### src/rtl/o_drain_ctrl.sv
// Output-drain sequencer: walks all ARRAY_M output-buffer RAMs row-major over a
// row range and copies each returned word to O_BRAM at a linearly rising address.
module o_drain_ctrl #(
  parameter int ARRAY_M    = 8,
  parameter int RAM_SIZE   = 1024,
  parameter int ADDR_WIDTH = $clog2(RAM_SIZE),
  parameter int OUT_WIDTH  = 32,
  localparam int IDX_W     = (ARRAY_M > 1) ? $clog2(ARRAY_M) : 1
) (
  input  logic                  clk,
  input  logic                  reset,
  input  logic                  start,
  input  logic [ADDR_WIDTH-1:0] o_base_addr,
  input  logic [ADDR_WIDTH:0]   num_rows,
  input  logic [31:0]           bram_base,
  output logic                  o_drain,
  output logic [IDX_W-1:0]      o_ram_idx,
  output logic [ADDR_WIDTH-1:0] o_read_addr,
  input  logic [OUT_WIDTH-1:0]  o_rdata,
  output logic [31:0]           addr_o_bram,
  output logic                  enable_o_bram,
  output logic [3:0]            w_enable_o_bram,
  output logic [31:0]           data_in_o_bram,
  output logic                  busy,
  output logic                  done
);

  // state | meaning
  // IDLE  | waiting for start
  // READ  | one O_buffer read per cycle, row-major over RAMs
  // FLUSH | no read; last write of the pipeline is issued
  // DONE  | one-cycle completion pulse
  typedef enum logic [1:0] {IDLE, READ, FLUSH, DONE} state_t;

  state_t state_q, state_d;

  logic                  o_drain_q, o_drain_d;
  logic [IDX_W-1:0]      ram_idx_q, ram_idx_d;
  logic [ADDR_WIDTH-1:0] rd_addr_q, rd_addr_d;
  logic [ADDR_WIDTH:0]   rows_left_q, rows_left_d;
  logic [31:0]           wptr_q, wptr_d;
  logic [31:0]           wr_addr_q, wr_addr_d;
  logic                  wr_en_q, wr_en_d;
  logic                  busy_q, busy_d;
  logic                  done_q, done_d;

  logic last_rd;
  logic accept;
  logic idx_wrap;

  assign idx_wrap = (ram_idx_q == IDX_W'(ARRAY_M - 1));
  assign last_rd  = (state_q == READ) && idx_wrap && (rows_left_q == '0);
  assign accept   = (state_q == IDLE) && start && (num_rows != '0);

  always_ff @(posedge clk) begin
    if (reset) begin
      state_q     <= IDLE;
      o_drain_q   <= 1'b0;
      ram_idx_q   <= '0;
      rd_addr_q   <= '0;
      rows_left_q <= '0;
      wptr_q      <= '0;
      wr_addr_q   <= '0;
      wr_en_q     <= 1'b0;
      busy_q      <= 1'b0;
      done_q      <= 1'b0;
    end else begin
      state_q     <= state_d;
      o_drain_q   <= o_drain_d;
      ram_idx_q   <= ram_idx_d;
      rd_addr_q   <= rd_addr_d;
      rows_left_q <= rows_left_d;
      wptr_q      <= wptr_d;
      wr_addr_q   <= wr_addr_d;
      wr_en_q     <= wr_en_d;
      busy_q      <= busy_d;
      done_q      <= done_d;
    end
  end

  always_comb begin
    state_d = state_q;
    unique case (state_q)
      IDLE:    if (start) state_d = (num_rows == '0) ? DONE : READ;
      READ:    if (last_rd) state_d = FLUSH;
      FLUSH:   state_d = DONE;
      DONE:    state_d = IDLE;
      default: state_d = IDLE;
    endcase
  end

  always_comb begin
    o_drain_d   = 1'b0;
    ram_idx_d   = '0;
    rd_addr_d   = '0;
    rows_left_d = rows_left_q;
    wptr_d      = wptr_q;

    if (accept) begin
      o_drain_d   = 1'b1;
      rd_addr_d   = o_base_addr;
      rows_left_d = num_rows - 1'b1;
      wptr_d      = bram_base;
    end else if (state_q == READ && !last_rd) begin
      o_drain_d = 1'b1;
      if (idx_wrap) begin
        rd_addr_d   = rd_addr_q + ADDR_WIDTH'(1);
        rows_left_d = rows_left_q - 1'b1;
      end else begin
        ram_idx_d = ram_idx_q + IDX_W'(1);
        rd_addr_d = rd_addr_q;
      end
    end

    // Each read lands one cycle later as a write at the running byte pointer.
    wr_en_d   = o_drain_q;
    wr_addr_d = o_drain_q ? wptr_q : 32'h0;
    if (o_drain_q) wptr_d = wptr_q + 32'd4;

    busy_d = (state_d == READ) || (state_d == FLUSH);
    done_d = (state_d == DONE);
  end

  assign o_drain         = o_drain_q;
  assign o_ram_idx       = ram_idx_q;
  assign o_read_addr     = rd_addr_q;
  assign addr_o_bram     = wr_addr_q;
  assign enable_o_bram   = wr_en_q;
  assign w_enable_o_bram = {4{wr_en_q}};
  assign data_in_o_bram  = o_rdata;
  assign busy            = busy_q;
  assign done            = done_q;

endmodule

### config.mk
export PLATFORM = sky130hd
export DESIGN_NAME = o_drain_ctrl
export DESIGN_NICKNAME = d
export VERILOG_FILES = /design/src/rtl/o_drain_ctrl.sv
export SDC_FILE = /design/constraint.sdc
export NUM_CORES = 1
export LEC_CHECK = 0
export CORE_UTILIZATION = 50
export CTS_BUF_LIST = sky130_fd_sc_hd__clkbuf_8
export DETAILED_ROUTE_END_ITERATION = 6
export PLACE_DENSITY = 0.92
export SETUP_SLACK_MARGIN = 0.5
export SLEW_MARGIN = 20
export SYNTH_ARGS = -nofsm -noshare
export SYNTH_HDL_FRONTEND = slang
export SYNTH_SLANG_ARGS = --single-unit
### constraint.sdc
create_clock -name clk -period 6.9 [get_ports clk]
set_clock_uncertainty 0.1 [all_clocks]
set_input_delay 1.035 -clock clk [delete_from_list [all_inputs] [get_ports clk]]
set_output_delay 1.035 -clock clk [all_outputs]
set_load 0.05 [all_outputs]
# After elaboration in Yosys (flattened, before gate mapping)
# Cells that the tools add are included.
[word_totals] regBits=94 word_cells=56
[classes] n_addsub=5 eq_ne=8 muxes=14 bitwise_logic=2 reduce_logical=17
[op_table] operator="2-to-1 mux 32 bit" count=2
[op_table] operator="2-to-1 mux 11 bit" count=3
[op_table] operator="adder 32 x 3 -> 32 bit (second input constant)" count=1
[op_table] operator="2-to-1 mux 10 bit" count=3
[op_table] operator="logical NOT 11 bit" count=2
[op_table] operator="subtractor 11 x 1 -> 11 bit (second input constant)" count=2
[op_table] operator="nonzero test 11 bit" count=1
[op_table] operator="adder 10 x 1 -> 10 bit (second input constant)" count=1
[op_table] operator="== test 2 bit (second input constant)" count=4
[op_table] operator="case mux 2 bit (4 select lines)" count=1
[op_table] operator="2-to-1 mux 2 bit" count=3
[op_table] operator="nonzero test 2 bit" count=3
[op_table] operator="logical AND 1 bit" count=5
[op_table] operator="== test 2 x 1 -> 1 bit (second input constant)" count=2
[op_table] operator="OR reduction 4 bit" count=1
[op_table] operator="adder 3 x 1 -> 3 bit (second input constant)" count=1
[op_table] operator="== test 3 bit (second input constant)" count=1
[op_table] operator="inequality test 3 bit (second input constant)" count=1
[op_table] operator="logical NOT 2 bit" count=1
[op_table] operator="2-to-1 mux 1 bit" count=2
[op_table] operator="NOT 1 bit" count=2
[op_table] operator="AND reduction 2 bit" count=1
[op_table] operator="OR reduction 2 bit" count=1
[op_table] operator="logical NOT 1 bit" count=1
[op_table] operator="logical OR 1 bit" count=1

# Longest topological paths before layout
[depth] word_depth=7 mapped_depth=11 ltp_nobuf=9

# Worst setup path before layout
# Ideal clock, no wire load.
[synth_timing] kind="input-to-reg" start="in num_rows[5]" end="reg rows_left_q[6]" arrival_ns=3.686 required_time_ns=6.721 slack_ns=3.035 stages=11 path_cell_list="or4_1 buf_4 nor4b_4 nor2_1 clkbuf_1 mux2i_1 ha_1 nand3_1 or3_1 or4_1 o211ai_1"
[synth_between] elab_chain_len=4 word_cells_on_any_way=7 cone_classes="add/sub: 1; mux: 1; reduce/logical: 5"
[synth_lines] item="from (decl)" line_no="14" text="input logic [ADDR_WIDTH:0] num_rows,"
[synth_lines] item="parallel branches: the longest is 4 deep, another holds subtractor 11 x 1 -> 11 bit"
[synth_lines] item="to (signal assigned)" line_no="72" text="rows_left_q <= rows_left_d;"
[synth_lines] item="to (decl)" line_no="40" text="logic [ADDR_WIDTH:0] rows_left_q, rows_left_d;"
# Several ways; the timed one is not identified.
# A chain may end at the register's enable or synchronous reset.

# Worst setup path after layout
# Ends and elaborated chain as after synthesis.

==> results.sh <==
export IMPL_outcome="finished, final reports clean"
export IMPL_max_slew_margin_rel_pct=42.45
export IMPL_synthFlopType="dfxtp_1"
export IMPL_ctsResizeCount=0
export IMPL_synthCells=560
export IMPL_wl_mm=12.42
export IMPL_fin_crit_sh_pct=63.79
export IMPL_syn_nets=654
export IMPL_clk_latency_ps=360
export IMPL_syn_area_um2=4760
export IMPL_power_total_mw=1.293
export IMPL_fin_crit_ps=4402
export IMPL_crit_path_max_fanout=10
export IMPL_cts_tree="built"
export IMPL_cp_required_ps=7090
export IMPL_area_growth_pct=23.71
export IMPL_place_inst=738
export IMPL_max_freq_ghz=0.2272
export IMPL_synthTopCellsByArea="dfxtp_1, buf_4, a21oi_1"
export IMPL_clock_root_buffer="clkbuf_8"
export IMPL_synth_top_area_share_pct=39.54
export IMPL_antenna_found_initial=0
export IMPL_synth_edf_count=0
export IMPL_multi_input_area_um2=2471
export IMPL_path_common_cell="or4_1"
export IMPL_cp_slowest_cell="or4_1"
export IMPL_gr_usage_met3_pct=6.114
export IMPL_tightestPinTransition_ps=862.0
export IMPL_gr_usage_met1_pct=29.93
export IMPL_rows=35
export IMPL_synth_most_common_cell="dfxtp_1"
export IMPL_grt_overflow=0
export IMPL_final_antenna_net_count=0
export IMPL_fp_coreArea_um2=9240
export IMPL_cts_num_sinks=94
export IMPL_crit_buf_inv=1
export IMPL_drv_slew=0
export IMPL_dr_pass1_iters=5
export IMPL_drt_initial_drc_count=291
export IMPL_startpoint_type="input pin"
export IMPL_ys_seq_elements=94
export IMPL_post_place_ws_ps=2224
export IMPL_setup_slack_ps=2498
export IMPL_yosys_warnings=0
export IMPL_fp_dieH_um=99.57
export IMPL_seq_area_um2=1882
export IMPL_ys_types=67
export IMPL_io_buffers=108
export IMPL_busiest_layer="met2"
export IMPL_drive_gt1_share_pct=6.731
export IMPL_syn_area_per_cell_um2=8.499
export IMPL_grt_max_degree=66
export IMPL_synthArstFlopShare_pct=0
export IMPL_grt_pass1_wl_mm=20.04
export IMPL_slowest_delay_ps=770
export IMPL_cts_inserted_buffers=9
export IMPL_vdd_drop_max_v=0.0001209
export IMPL_hold_ws_ps=356.2
export IMPL_crit_chain="clkdlybuf4s50_1 > or4_1 > nor4b_4 > nor2_1 > mux2i_1 > ha_1 > nand3_1 > or3_1 > or4_1 > o211ai_1"
export IMPL_dieArea_um2=9913
export IMPL_grt_pass1_vias=4266
export IMPL_fin_nets=714
export IMPL_hold_viol=0
export IMPL_cp_data_arrival_time_ps=4590
export IMPL_num_antenna_cells=0
export IMPL_io_pins=173
export IMPL_place_congestion=0.8966
export IMPL_initial_utilization_pct=51.51
export IMPL_setup_viol=0
export IMPL_postCtsHoldBufs=0
export IMPL_regToRegSetupSlack_ps=3850
export IMPL_crit_path_end_kind="flip-flop"
export IMPL_htree_levels=3
export IMPL_drc_errors=0
export IMPL_maxCapViolations=0
export IMPL_clk_path_buf_depth=2
export IMPL_rsz0062_at_grt="false"
export IMPL_groute_layer_met2_usage_pct=43.38
export IMPL_clk_pin_slew_worst_paths_ps=100
export IMPL_pwr_density_cell_nw_per_um2=219.5
export IMPL_synth_seq_area_share_pct=39.54
export IMPL_fillCellCount=780
export IMPL_tns_ps=0
export IMPL_wl_per_cell_um=16.49
export IMPL_vias_per_cell=6.015
export IMPL_critical_path_class="in -> reg"
export IMPL_vias=4529
export IMPL_instances_no_fill=753
export IMPL_yosysTopAreaCell="dfxtp_1"
export IMPL_die_w_um=99.57
export IMPL_p_leak_nw=2.095
export IMPL_hold_path_class="reg -> reg"
export IMPL_dp_hpwl_mm=8.742
export IMPL_cts_setup_buffers=0
export IMPL_ys_top_cells_by_count="dfxtp_1, a21oi_1, nand2_1, nor2_1, buf_4"
export IMPL_grt_use_total_pct=24.99
export IMPL_critPathTopFamily="simple AND/OR/NAND/NOR gates"
sequential cells by signal, indices dropped and copies added, names as in the netlist:
register       flops
addr_o_bram       32
wptr_q            32
rows_left_q       11
o_read_addr       10
o_ram_idx          3
state_q            2
busy               1
done               1
enable_o_bram      1
o_drain            1
worst paths after layout:
path | start | endpoint | cells after the start
worst max-delay path | num_rows[5] | rows_left_q[6]$_SDFFE_PP0P_ | 10
worst min-delay path | wptr_q[0]$_SDFFE_PP0P_ | wptr_q[0]$_SDFFE_PP0P_ | 2
worst max register to register | state_q[0]$_SDFF_PP0_ | rows_left_q[6]$_SDFFE_PP0P_ | 9
worst min register to register | wptr_q[0]$_SDFFE_PP0P_ | wptr_q[0]$_SDFFE_PP0P_ | 2
layout make-up:
| class | instances | share of cell area, % |
|---|---|---|
| multi-input cells | 396 | 41.97 |
| well taps | 129 | 2.741 |
| repair buffers | 112 | 18.78 |
| flip-flops and latches | 94 | 31.96 |
| clock inverters | 6 | 1.997 |
| inverters | 7 | 0.4462 |
| clock buffers | 9 | 2.104 |
metal layers:
layer,vias to the layer above,part of all wire (%)
met5,-,0
met4,0,2.3
met3,38,7.2
met2,218,49
met1,2127,41
li1,2146,-
power breakdown:
part           switching, mW  internal (mW)
combinational          0.138          0.103
clock                  0.202          0.243
sequential            0.0350          0.571
cells in the final DEF, fill, tap and decap left out, types with 5 or more instances in the layout:
master	instances
a211oi_1	8
dfxtp_1	94
o22ai_1	5
ha_1	6
and4_1	7
a31oi_1	9
nand2_1	43
clkbuf_8	9
nor3_1	23
or4_1	5
a21oi_1	50
inv_1	7
clkdlybuf4s50_1	107
and3_1	11
nor2b_1	5
a311oi_1	6
nand3_1	22
nand4_1	6
and2_1	33
o211ai_1	7
nor2_1	42
nor4_1	7
mux2i_1	6
o21ai_0	13
a21o_1	5
or3_1	8
tightest hold or removal path: stages (launching register included):
cell     delay [ps]
dfxtp_1         320
nand2_1          50
a21oi_1          50
per-stage QoR:
stage               area (um2)  utilization (%)
CTS                       5882            63.66
finish                    5888            63.72
floorplan                 4760                -
global route              5888            63.72
global placement          5640            61.04
detailed placement        5640            61.04
kinds of logic after synthesis:
kind of cell / Yosys count / share of synthesized area (%)
fa+ha+maj: 6 / 1.577
mux: 8 / 1.735
buf+inv: 70 / 8.780
simple gates: 237 / 27.73
xor+xnor: 4 / 0.7362
compound gates: 141 / 19.90
flops: 94 / 39.54
Note: power is estimated with default switching activity, not from simulation.
